### src/rtl/phase_sched_pkg.sv
// Shared types and helpers for the ring-phase scheduler.
// PHASE_SCHED_SKIP_EN (see phase_scheduler) uses next_req for pointer jumps.
package phase_sched_pkg;

  typedef enum logic {SCAN, GRANT} state_t;

  localparam int SLOT_IDX_W = 3;
  localparam int HOLD_CNT_W = 8;

  // Circular search over 0..len starting at start; returns {found, idx}.
  function automatic logic [SLOT_IDX_W:0] next_req(input logic [7:0] req,
                                                   input logic [SLOT_IDX_W-1:0] start,
                                                   input logic [SLOT_IDX_W-1:0] len);
    logic                  found;
    logic [SLOT_IDX_W-1:0] hit;
    logic [SLOT_IDX_W:0]   k;
    found = 1'b0;
    hit   = start;
    for (int i = 0; i < 8; i++) begin
      k = 4'(start) + 4'(i);
      if (k > 4'(len)) k = k - (4'(len) + 4'd1);
      if (!found && (4'(i) <= 4'(len)) && req[k[SLOT_IDX_W-1:0]]) begin
        found = 1'b1;
        hit   = k[SLOT_IDX_W-1:0];
      end
    end
    return {found, hit};
  endfunction

endpackage

### src/rtl/phase_scheduler_slot_ring.sv
// One-hot slot pointer over a programmable-length ring, with phase outputs.
// The active length is re-sampled only at reset and when the pointer wraps.
module slot_ring
  import phase_sched_pkg::*;
#(
  parameter int NUM_SLOTS = 8
) (
  input  logic                  CLOCK,
  input  logic                  RESET,
  input  logic [SLOT_IDX_W-1:0] length,
  input  logic                  advance,
  input  logic                  jump,
  input  logic [SLOT_IDX_W-1:0] jump_idx,
  output logic [NUM_SLOTS-1:0]  slot,
  output logic                  carry_out,
  output logic                  wrap,
  output logic [SLOT_IDX_W-1:0] idx,
  output logic [SLOT_IDX_W-1:0] len_q
);

  localparam logic [SLOT_IDX_W-1:0] LEN_MAX = SLOT_IDX_W'(NUM_SLOTS - 1);

  logic [SLOT_IDX_W-1:0] len_clamp, nxt_idx, nxt_len;
  logic                  nxt_wrap;

  assign len_clamp = (length > LEN_MAX) ? LEN_MAX : length;

  always_comb begin
    nxt_idx  = idx;
    nxt_wrap = 1'b0;
    if (jump) begin
      nxt_idx  = jump_idx;
      nxt_wrap = (jump_idx < idx);
    end else if (advance) begin
      if (idx >= len_q) begin
        nxt_idx  = '0;
        nxt_wrap = 1'b1;
      end else begin
        nxt_idx = idx + 1'b1;
      end
    end
    nxt_len = nxt_wrap ? len_clamp : len_q;
  end

  // Phase outputs are registered from the post-update pointer and length.
  always_ff @(posedge CLOCK) begin
    if (RESET) begin
      idx       <= '0;
      len_q     <= len_clamp;
      slot      <= NUM_SLOTS'(1);
      carry_out <= 1'b1;
      wrap      <= 1'b0;
    end else begin
      idx       <= nxt_idx;
      len_q     <= nxt_len;
      slot      <= NUM_SLOTS'(8'd1 << nxt_idx);
      carry_out <= (nxt_idx <= (nxt_len >> 1));
      wrap      <= nxt_wrap;
    end
  end

endmodule

### src/rtl/phase_scheduler.sv
// Time-slot scheduler: grants one requester at a time as the slot pointer walks the ring.
// Define PHASE_SCHED_SKIP_EN to let the pointer jump straight to the next requester.
module phase_scheduler
  import phase_sched_pkg::*;
#(
  parameter int NUM_SLOTS = 8,
  parameter int HOLD_MAX  = 15
) (
  input  logic                  CLOCK,
  input  logic                  RESET,
  input  logic                  INHIBIT,
  input  logic [SLOT_IDX_W-1:0] LENGTH,
  input  logic [NUM_SLOTS-1:0]  REQ,
  output logic [NUM_SLOTS-1:0]  GRANT,
  output logic [NUM_SLOTS-1:0]  SLOT,
  output logic                  CARRY_OUT,
  output logic                  WRAP,
  output logic                  TIMEOUT
);

  state_t                state;
  logic [HOLD_CNT_W-1:0] hold_cnt;
  logic [SLOT_IDX_W-1:0] idx, len_q, jump_idx;
  logic [7:0]            mask8, req8;
  logic                  req_cur, cnt_hit, scan_go, release_now, advance, jump;

  always_comb begin
    mask8 = '0;
    for (int i = 0; i < 8; i++) mask8[i] = (3'(i) <= len_q);
  end

  assign req8        = 8'(REQ) & mask8;
  assign req_cur     = req8[idx];
  assign cnt_hit     = (hold_cnt + 8'd1) == HOLD_CNT_W'(HOLD_MAX);
  assign scan_go     = (state == phase_sched_pkg::SCAN) && !INHIBIT;
  assign release_now = (state == phase_sched_pkg::GRANT) && (!req_cur || cnt_hit);

`ifdef PHASE_SCHED_SKIP_EN
  logic [SLOT_IDX_W:0] search;
  assign search   = next_req(req8, idx, len_q);
  assign jump     = scan_go && !req_cur && search[SLOT_IDX_W];
  assign jump_idx = search[SLOT_IDX_W-1:0];
  assign advance  = (scan_go && !search[SLOT_IDX_W]) || release_now;
`else
  assign jump     = 1'b0;
  assign jump_idx = idx;
  assign advance  = (scan_go && !req_cur) || release_now;
`endif

  slot_ring #(.NUM_SLOTS(NUM_SLOTS)) u_ring (
    .CLOCK     (CLOCK),
    .RESET     (RESET),
    .length    (LENGTH),
    .advance   (advance),
    .jump      (jump),
    .jump_idx  (jump_idx),
    .slot      (SLOT),
    .carry_out (CARRY_OUT),
    .wrap      (WRAP),
    .idx       (idx),
    .len_q     (len_q)
  );

  // jump_idx equals idx whenever no jump is taken, so it names the granted slot.
  always_ff @(posedge CLOCK) begin
    if (RESET) begin
      state    <= phase_sched_pkg::SCAN;
      hold_cnt <= '0;
      GRANT    <= '0;
      TIMEOUT  <= 1'b0;
    end else begin
      TIMEOUT <= 1'b0;
      case (state)
        phase_sched_pkg::SCAN: begin
          if (scan_go && (req_cur || jump)) begin
            state <= phase_sched_pkg::GRANT;
            GRANT <= NUM_SLOTS'(8'd1 << jump_idx);
          end
        end
        phase_sched_pkg::GRANT: begin
          if (release_now) begin
            state    <= phase_sched_pkg::SCAN;
            GRANT    <= '0;
            hold_cnt <= '0;
            TIMEOUT  <= req_cur;
          end else begin
            hold_cnt <= hold_cnt + 8'd1;
          end
        end
        default: state <= phase_sched_pkg::SCAN;
      endcase
    end
  end

endmodule

### config.mk
export PLATFORM = sky130hd
export DESIGN_NAME = phase_scheduler
export DESIGN_NICKNAME = d
export VERILOG_FILES = /design/src/rtl/phase_sched_pkg.sv /design/src/rtl/phase_scheduler_slot_ring.sv /design/src/rtl/phase_scheduler.sv
export SDC_FILE = /design/constraint.sdc
export NUM_CORES = 1
export LEC_CHECK = 0
export CORE_ASPECT_RATIO = 0.5
export CORE_MARGIN = 2
export CORE_UTILIZATION = 50
export CTS_CLUSTER_DIAMETER = 120
export DETAILED_ROUTE_END_ITERATION = 16
export PLACE_DENSITY_LB_ADDON = 0.12
export REMOVE_ABC_BUFFERS = 1
export SETUP_SLACK_MARGIN = 0.05
export SYNTH_ARGS = -nofsm -noshare
export SYNTH_HDL_FRONTEND = slang
export SYNTH_SLANG_ARGS = --single-unit
### constraint.sdc
create_clock -name CLOCK -period 3 [get_ports CLOCK]
set_input_delay 0.3 -clock CLOCK [delete_from_list [all_inputs] [get_ports CLOCK]]
set_output_delay 0.3 -clock CLOCK [all_outputs]
set_load 0.1 [all_outputs]
; After elaboration in Yosys (flattened, before gate mapping)
; Index checks and enable logic that the tools add are counted.
[classes]
reduce_logical = 11
n_addsub = 2
muxes = 16
eq_ne = 3
bitwise = 3
order_cmp = 12
shifts = 2
[ops]
columns = cell, count
row1 = $mux W8, 3
row2 = $pmux W8 S2, 1
row3 = $shl A1 B3 Y8 const A, 2
row4 = $mux W3, 5
row5 = $le A3 B3 Y1 const A, 4
row6 = $add A8 B1 Y8 const B, 1
row7 = $and A8 B8 Y8, 1
row8 = $eq A8 B4 Y1 const B, 1
row9 = $le A1 B3 Y1 const A, 2
row10 = $le A2 B3 Y1 const A, 2
row11 = $mux W1, 5
row12 = $logic_and A1 B1 Y1, 4
row13 = $lt A3 B4 Y1 const B, 1
row14 = $ne A2 B1 Y1 const B, 2
row15 = $add A3 B1 Y3 const B, 1
row16 = $bmux W1 S3, 1
row17 = $ge A3 B3 Y1, 1
row18 = $gt A3 B3 Y1 const B, 1
row19 = $le A3 B2 Y1, 1
row20 = $reduce_or A3 Y1, 1
row21 = $logic_not A1 Y1, 2
row22 = $logic_or A1 B1 Y1, 2
row23 = $not A1 Y1, 2
row24 = $pmux W1 S2, 1
row25 = other kinds (2), 2
[totals]
out_inout_bits = 19
wordCells = 59
ff_bits = 34

; Depth between registers and ports, before layout
; Gate-level depths: netlist of run 1.
[logic_depth]
ltp_word = 11
mapped_depth = 12

; Modules after synthesis
; From an unflattened synthesis of run 1, not the netlist that was laid out.
[hier_totals]
hier_cells = 206
hier_area_um2 = 1934.4
[modules_own_cells]
columns = mod, seq_area_each_um2, n_inst, cells_per_inst, area_per_inst_um2
row1 = phase_scheduler, 360.3, 1, 123, 1081.0
row2 = slot_ring, 330.3, 1, 83, 853.3

; Worst setup path before layout of run 1
; No wires, ideal clock.
[synth_path]
path_type = reg-to-reg
start = reg hold_cnt[1]
end = reg u_ring.carry_out
n_path_buf = 1
synth_period_minus_slack_ps = 2727
arrival_time_ps = 2612
setup_ps = 116
stages_incl_launch_ff = 13
slack_ps = 273
path_cell_list = dfxtp_1 > ha_1 > xor2_1 > nand3_1 > nor4_4 > a22oi_4 > buf_2 > nor2_1 > mux2i_1 > ha_1 > a21oi_1 > o21ai_0 > and3_1
[synth_between]
elab_chain_cells = 8
word_cells_on_any_way = 9
[synth_lines]
columns = element, line_no
row1 = "start, declared", phase_scheduler.sv:22  ; logic [HOLD_CNT_W-1:0] hold_cnt;
row2 = "start signal, assigned", phase_scheduler.sv:87  ; hold_cnt <= hold_cnt + 8'd1;
row3 = $add A8 B1 Y8 (*), phase_scheduler.sv:34  ; assign cnt_hit = (hold_cnt + 8'd1) == HOLD_CNT_W'(HOLD_MAX);
row4 = $eq A8 B4 Y1 (*), phase_scheduler.sv:34
row5 = $logic_or A1 B1 Y1 (*), phase_scheduler.sv:36  ; assign release_now = (state == phase_sched_pkg::GRANT) && (!req_cur || cnt_hit);
row6 = $logic_and A1 B1 Y1 (*), phase_scheduler.sv:36
row7 = $logic_or A1 B1 Y1 (*), phase_scheduler.sv:47  ; assign advance = (scan_go && !req_cur) || release_now;
row8 = $mux W1, phase_scheduler_slot_ring.sv:34  ; end else if (advance) begin
row9 = $mux W3, phase_scheduler_slot_ring.sv:42  ; nxt_len = nxt_wrap ? len_clamp : len_q;
row10 = $le A3 B2 Y1 (*), phase_scheduler_slot_ring.sv:57  ; carry_out <= (nxt_idx <= (nxt_len >> 1));
row11 = "end signal, assigned", phase_scheduler_slot_ring.sv:57
row12 = "end, declared", phase_scheduler_slot_ring.sv:15  ; output logic carry_out,
; Mark *: on every way between the ends. The rest lies on a longest branch, timed or not. The select of a mux whose other input is x is not followed.
; A chain may end at the register's enable or synchronous reset.

; Final worst setup path of run 1
[layout_path]
start = reg u_ring.len_q[0]
end = reg u_ring.carry_out
[layout_between]
word_cells_on_any_way = 23
[layout_lines]
columns = element, line_no
row1 = "start, declared", phase_scheduler_slot_ring.sv:18  ; output logic [SLOT_IDX_W-1:0] len_q
row2 = "start signal, assigned", phase_scheduler_slot_ring.sv:49  ; len_q <= len_clamp;
row3 = "start signal, assigned", phase_scheduler_slot_ring.sv:55  ; len_q <= nxt_len;
row4 = "$le A1 B3 Y1, or another cell as far along", phase_scheduler.sv:29  ; for (int i = 0; i < 8; i++) mask8[i] = (3'(i) <= len_q);
row5 = $and A8 B8 Y8, phase_scheduler.sv:32  ; assign req8 = 8'(REQ) & mask8;
row6 = $bmux W1 S3, phase_scheduler.sv:33  ; assign req_cur = req8[idx];
row7 = $mux W1 (implied by the code), phase_scheduler.sv:33
row8 = $logic_not A1 Y1, "phase_scheduler.sv:36, phase_scheduler.sv:47"
row9 = $logic_or A1 B1 Y1, phase_scheduler.sv:36
row10 = $logic_and A1 B1 Y1, phase_scheduler.sv:36
row11 = $logic_or A1 B1 Y1, phase_scheduler.sv:47
row12 = $mux W3 (*), phase_scheduler_slot_ring.sv:34
row13 = via u_ring.nxt_idx[1], phase_scheduler_slot_ring.sv:23  ; logic [SLOT_IDX_W-1:0] len_clamp, nxt_idx, nxt_len;
row14 = $le A3 B2 Y1 (*), phase_scheduler_slot_ring.sv:57
; Mark *: on every way through the listed nets, which the timed path passes. The rest lies on a longest branch. The select of a mux whose other input is x is not followed.

==> results.md, run 1 <==
* Hpwl dp at approximately 3.3 mm
* Pre-CTS WS at roughly 77 ps
* Die H at around 48 µm
* F_max at between 300 and 400 MHz
* Diode count at 0
* Mapped Area at 0.00193 mm²
* CP Capture Type: flip-flop
* WL/cell at between 10 and 15 µm
* # DRC at 0
* Post-route ant nets at 0
* CP Launch Point: u_ring.len_q[0]
* Final Hold Violating Endpoints at 0
* Fin Setup TNS at 0 ps
* Post-synthesis cell count at 220
* Clock buffer depth at 2
* Top_reg_cell synth: dfxtp_1
* Fin Hold WS at ~480 ps
* Router iterations before antenna repair at 4
* Ratio of cells with drive above 1 in the final layout at between 15 and 20%
* Leakage Power at between 0.0009 and 0.001 µW
* Met1 usage at between 20% and 30%
* I/O Buffers at 32
* Clk Tree Root Cell: clkbuf_8
* M2 GR Usage at between 30% and 40%
* Combinational share of power at 29.4%
* Setup Skew at roughly 5.5 ps
* Number of synthesized flops with an enable pin at 1
* Vias at roughly 1800
* Starting Density at a little over half
* Seq pwr share at a little over two fifths
* Pin count of the biggest net entering global routing at 20
* Flop2flop setup slack at 190 ps
* Total CTS buffers at 5
* Met3 GRT Util at between 6 and 7%
* Max Slew Vio Count at 0
* Cell Int Power at 751 µW
* Max VDD drop at around 0.28 mV
* Worst-Margin Slew at about 970 ps
* Max-cap violations at 0
* Hold WC Path Type: flip-flop to flip-flop
* CTS tree: done
* Worst Path Required at around 3200 ps
* Critical Path Start Type: flip-flop
* First-pass GRT wire length at ~7.2 mm
* Row Count at 15
* R2R Path End: u_ring.carry_out
* Vias in the first global route at 1608
* Worst Reg-to-Reg Cells at 11
* Drt first-iter violations at 56
* DRT Wirelength at 4.59 mm
* Yosys Warn Count at 0
* Clock latency on the worst-skew pair at roughly 280 ps
* Clk slew on worst S/H paths at about 70 ps
* RePlAce Congestion at roughly 0.84
* CTS sink cnt at 34
* Max H-tree Level at 2
* Setup WS post-layout at 193 ps
* Worst reg2reg startpoint: u_ring.len_q[0]
* Post-synthesis cell type count at 50
* Post-Syn Area per Cell at just under 9 µm²
* Clock share of power at between 20% and 30%
* GRT Total Usage at a little over a fifth
* Worst Path Max Fanout at 10
* CP arrival at between 2000 and 3000 ps
* Sw Ratio at 35.4%
* Die area at about 0.0044 mm²
* Seq/Total Area, Yosys at about 36%
* Syn-to-layout area delta at 26.1%
* Critical Path Sink: u_ring.carry_out
* PD cells at 478 mW/mm²
* Core area at 0.00357 mm²
* Chip Width at around 92 µm
* Via density per instance at roughly 5.7
* Period utilization at between 90% and 100%
* Asr flop ratio synth at 0%
* Initial antenna violation count at 0
* Busiest grt layer: met2
* Grt ovf at 0
* P_sw at between 400 and 500 µW
* # IOs at 33
* Hold-fix buffers at CTS at 0
* Setup Crit Path Kind: flip-flop to flip-flop
* RSZ-0062 raised after global routing: no
* Synth Register Bits at 34
* Status: finished, final reports clean
* Fin nets at 286
* Min Tclk post-route at roughly 2800 ps
* Final setup fails at 0
* Max_slew headroom at 35.3%
## placed cells by master (no fill, tap or decap), types with 3 or more instances in the layout
| cell | n |
|---|---|
| dfxtp_1 | 32 |
| clkdlybuf4s50_1 | 28 |
| nand3_1 | 20 |
| nand2_1 | 17 |
| buf_4 | 17 |
| o21ai_0 | 15 |
| inv_1 | 14 |
| ha_1 | 13 |
| nor2_1 | 11 |
| a21oi_1 | 10 |
| or3_1 | 5 |
| o32ai_1 | 5 |
| clkbuf_8 | 5 |
| mux2_2 | 4 |
| or4_1 | 4 |
| a21o_1 | 3 |
| o211ai_1 | 3 |
| nand4_1 | 3 |
| xor2_1 | 3 |
| mux2i_1 | 3 |
| or4b_1 | 3 |
## area by class of cell
type	instances	area, µm²
multi-input combinational	158	1130
fill	303	1130
sequential	34	692
timing repair buffer	45	408
clock buffer	5	68.8
tap	51	63.8
inverter	15	56.3
clock inverter	2	10.0
## worst min-delay path by stage
stage	from	end	slack [ps]	cells past startpoint
after floorplan	RESET	hold_cnt[0]	370	1
after global placement	GRANT[0]	GRANT[0]	460	2
after detailed placement	GRANT[0]	GRANT[0]	470	2
after CTS	GRANT[1]	GRANT[1]	480	2
after global routing	GRANT[1]	GRANT[1]	490	2
final	GRANT[2]	GRANT[2]	480	2
## power by group through the flow
stage,Combinational [µW],Sequential [µW],Clock (µW)
3_5_place_dp,331,511,0
6_report,342,502,319
4_1_cts,335,501,324
2_1_floorplan,146,588,0
3_3_place_gp,325,510,0
5_1_grt,368,505,340
## registers in the layout, summed over array words and instances, names as in the netlist
signal,cells
u_ring.slot,8
u_ring.carry_out,1
GRANT,8
u_ring.wrap,1
hold_cnt,8
state,1
u_ring.idx,3
u_ring.len_q,3
TIMEOUT,1
## layer usage
metal | wire length [µm] | up-vias | part of all wire [%]
met4 | 41 | 0 | 0.89
li1 | - | 893 | -
met2 | 2060 | 31 | 45
met5 | 0 | - | 0
met1 | 2330 | 834 | 51
met3 | 152 | 7 | 3.3
## synth_stat cells, types with 2 or more instances
master	count	area [µm²]
or3_1	5	31.3
a31oi_1	3	18.8
inv_1	14	52.6
mux2i_1	3	30.0
dfxtp_1	33	661
buf_2	5	25.0
clkbuf_1	7	26.3
nand3_1	20	100
o21ai_0	15	75.1
a21o_1	3	22.5
nand4_1	3	18.8
nand2_1	17	63.8
mux2_2	4	45.0
nor2b_1	2	12.5
xor2_1	3	26.3
o211ai_1	3	22.5
a21oi_1	10	50.1
nor2_1	12	45.0
o2bb2ai_1	2	17.5
o32ai_1	5	43.8
nor4_1	2	12.5
a221oi_1	2	17.5
or4b_1	3	30.0
ha_1	13	163
nor3_1	2	10.0
or4_1	4	30.0
nand4b_1	2	17.5
## per-stage QoR
stage	util [%]	instance area, µm²	std cells	power (µW)
floorplan	-	1870	207	734
global placement	65.4	2330	302	836
global route	68.2	2430	310	1210
CTS	67.6	2410	309	1160
finish	68.2	2430	310	1160
detailed placement	65.4	2330	302	842
## critical path, stage by stage, from the launching register on
cell      delay (ps)
edfxtp_1         480
or3_1            340
nand4_1          110
a32o_4           210
a31oi_2          170
buf_4            210
or4_1            400
o21ai_0          120
ha_1             280
a21oi_1          130
o21ai_0           80
and3_1           180
## cells by family after synthesis
family                     count (synthesis)  synth area share [%]
muxes                                      7                  3.89
adders and majority gates                 13                  8.43
xor gates and xnor gates                   4                  1.82
and+or+nand+nor                           78                  22.2
DFF                                       34                  35.8
buffers and inverters                     28                  6.16
AOI/OAI and AO/OA                         56                  21.7
## timing repair
item | CTS | global route
setup endpoints to repair | 0 | 1
hold endpoints to repair | 0 | 0
setup buffers | 0 | 1
resized for setup | 0 | 4
(Power assumes the default switching activity.)
==> inputs of run 2 (changes only) <==
GPL_TIMING_DRIVEN = 0   (was unset)
==> run 2 against run 1 <==
Effect of this change:
- flip-flop and latch count did not move
- worst hold slack got worse by 2.6 ps
- final cell count decreased by 1.3%
- die area stayed put
- count of clock-buffer cells in the layout did not move
- power grew 7.8%
- largest cell class unchanged
- global-route usage down 1.0 points
- fmax increased by 1.2%
- clock skew fell by 1.1 ps
==> results.md, run 2 (synthesis gave the netlist of run 1 again) <==
* DRT Wirelength at 4.53 mm (-1.2%)
* Clock latency on the worst-skew pair at 290 ps (about the same)
* Flop2flop setup slack at 230 ps (+30 ps)
* Max H-tree Level at 2 (unchanged)
* Period utilization at 92.5% (-1.1 points)
* Clock buffer depth at 2 (unchanged)
* CTS sink cnt at 34 (unchanged)
* Router iterations before antenna repair at 4 (unchanged)
* Die area at 0.00440 mm² (unchanged)
* Worst path bufs/invs at 0 (-1)
* Filler cells at 290 (-4.3%)
* Total CTS buffers at 5 (unchanged)
* F_max at 360 MHz (+1.2%)
* Max_slew headroom at 34.6% (-0.71 points)
* Max VDD drop at 0.305 mV (+8.4%)
* Max Slew Vio Count at 0 (unchanged)
* Fin nets at 281 (-1.7%)
* Tot Pwr at 1250 µW (+7.8%)
* Chip Width at 91.9 µm (unchanged)
* Clk slew on worst S/H paths at 70 ps (about the same)
* Worst Path Max Fanout at 8 (-2)
* CP arrival at 2960 ps (-30 ps)
* Vias at 1784 (+1.1%)
* Slowest stage delay, CP at 500 ps (+20 ps)
* Commonest cells after routing, fill and taps aside: clkdlybuf4s50_1, dfxtp_1, nand3_1
* Grt ovf at 0 (unchanged)
* CP max stage cell: or4_1
* Max-cap violations at 0 (unchanged)
* I/O Buffers at 32 (unchanged)
* Post-route ant nets at 0 (unchanged)
* Pin count of the biggest net entering global routing at 23 (+15%)
* RePlAce Congestion at 0.765 (-8.8%)
* Cell mode on critical path: o21ai_0
* Setup Crit Path Kind: flip-flop to flip-flop
* Hold WC Path Type: flip-flop to flip-flop
* Diode count at 0 (unchanged)
* Ratio of cells with drive above 1 in the final layout at 14.9% (-0.93 points)
* CTS tree: done
* Syn-to-layout area delta at 28.5%
* GRT Total Usage at 20.3% (-1.0 points)
* Row Count at 15 (unchanged)
* Initial antenna violation count at 0 (unchanged)
* Hpwl dp at 2.92 mm (-11%)
* First-pass GRT wire length at 6.91 mm (-3.8%)
* Final Hold Violating Endpoints at 0 (unchanged)
* Worst Path Required at 3180 ps (about the same)
* Fin Hold WS at 473 ps (-2.60 ps)
* Clk Tree Root Cell: clkbuf_8
* Setup Skew at 4.45 ps (-1.05 ps)
* Vias in the first global route at 1503 (-6.5%)
* Via density per instance at 5.83 (+2.4%)
* Critical Path Start Type: flip-flop
* Starting Density at 54.1% (unchanged)
* Commonest non-fill, non-tap cell in the layout: clkdlybuf4s50_1
* # IOs at 33 (unchanged)
* Min Tclk post-route at 2770 ps (-32.5 ps)
* Leading registers by flop count: GRANT x8, hold_cnt x8, u_ring.slot x8
* WL/cell at 14.8 µm (+0.11%)
* Leakage Power at 0.000888 µW (-2.2%)
* Cells along the critical path: nand3_1 > xor2_1 > nor4_4 > a22oi_4 > or4_1 > o21ai_0 > ha_1 > a21oi_1 > o21ai_0 > and3_1
* Die H at 47.9 µm (unchanged)
* Final setup fails at 0 (unchanged)
* CP Capture Type: flip-flop
* RSZ-0062 raised after global routing: no
* PD cells at 505 mW/mm² (+5.7%)
* Top delay family on crit path: simple AND/OR/NAND/NOR gates
* Core area at 0.00357 mm² (unchanged)
* Drt first-iter violations at 114 (+100%)
* Worst-Margin Slew at 978 ps (+10.6 ps)
* Status: finished, final reports clean
* # DRC at 0 (unchanged)
run 2: cell types whose count changed in the layout (fill, tap and decap cells not counted), moves of 2 or more:
| cell | change |
|---|---|
| clkdlybuf4s50_1 | +4 |
| dfxtp_2 | +2 |
| dfxtp_1 | -3 |
| buf_4 | -10 |
run 2: worst paths after layout:
path | startpoint | endpoint | cells past startpoint
max reg2reg | hold_cnt[2] | u_ring.carry_out | 10
min | GRANT[0] | GRANT[0] | 2
min reg2reg | GRANT[0] | GRANT[0] | 2
max | hold_cnt[2] | u_ring.carry_out | 10
run 2: layer usage:
metal	wire length, µm	track usage, %
met5	0	0
met1	2170	27.1
met2	2080	34.1
met3	254	5.20
met4	24	5.37
run 2: per-stage QoR:
stage	utilization [%]	cell area, µm²	instances	setup WS, ps	setup TNS [ps]
after floorplan	-	1870	207	86.4	0
after global placement	63.1	2250	290	-544	-544
after detailed placement	63.1	2250	290	-620	-620
after CTS	67.3	2400	300	67.6	0
after global routing	69.5	2480	306	36.5	0
final	69.5	2480	306	225	0
run 2: tightest hold or removal path, cell delays in order (launching register included):
cell and delay (ps):
dfxtp_1 310, nand3_1 60, o21ai_0 60
run 2: final cells by class:
class | count | area [µm²] | area share (%)
multi-input combinational | 159 | 1180 | 47.6
sequential | 34 | 698 | 28.2
timing repair buffer | 39 | 373 | 15.0
clock buffer | 5 | 68.8 | 2.77
tap | 51 | 63.8 | 2.57
inverter | 15 | 56.3 | 2.27
clock inverter | 3 | 40.0 | 1.61
run 2: what timing repair did:
| item | in CTS | in global routing |
|---|---|---|
| gates cloned | 0 | 1 |
| hold buffers | 0 | 0 |
| endpoints found under the hold margin | 0 | 0 |
| endpoints found under the setup margin | 5 | 1 |
| resized for setup | 5 | 8 |
| pin swaps | 1 | 3 |
| setup buffers | 2 | 5 |
run 2: power breakdown:
group,internal [µW],switching (µW),leakage [µW]
Sequential,475,34.1,0.000280
Clock,245,175,0.0000579
Combinational,111,212,0.000550
Total,831,421,0.000888
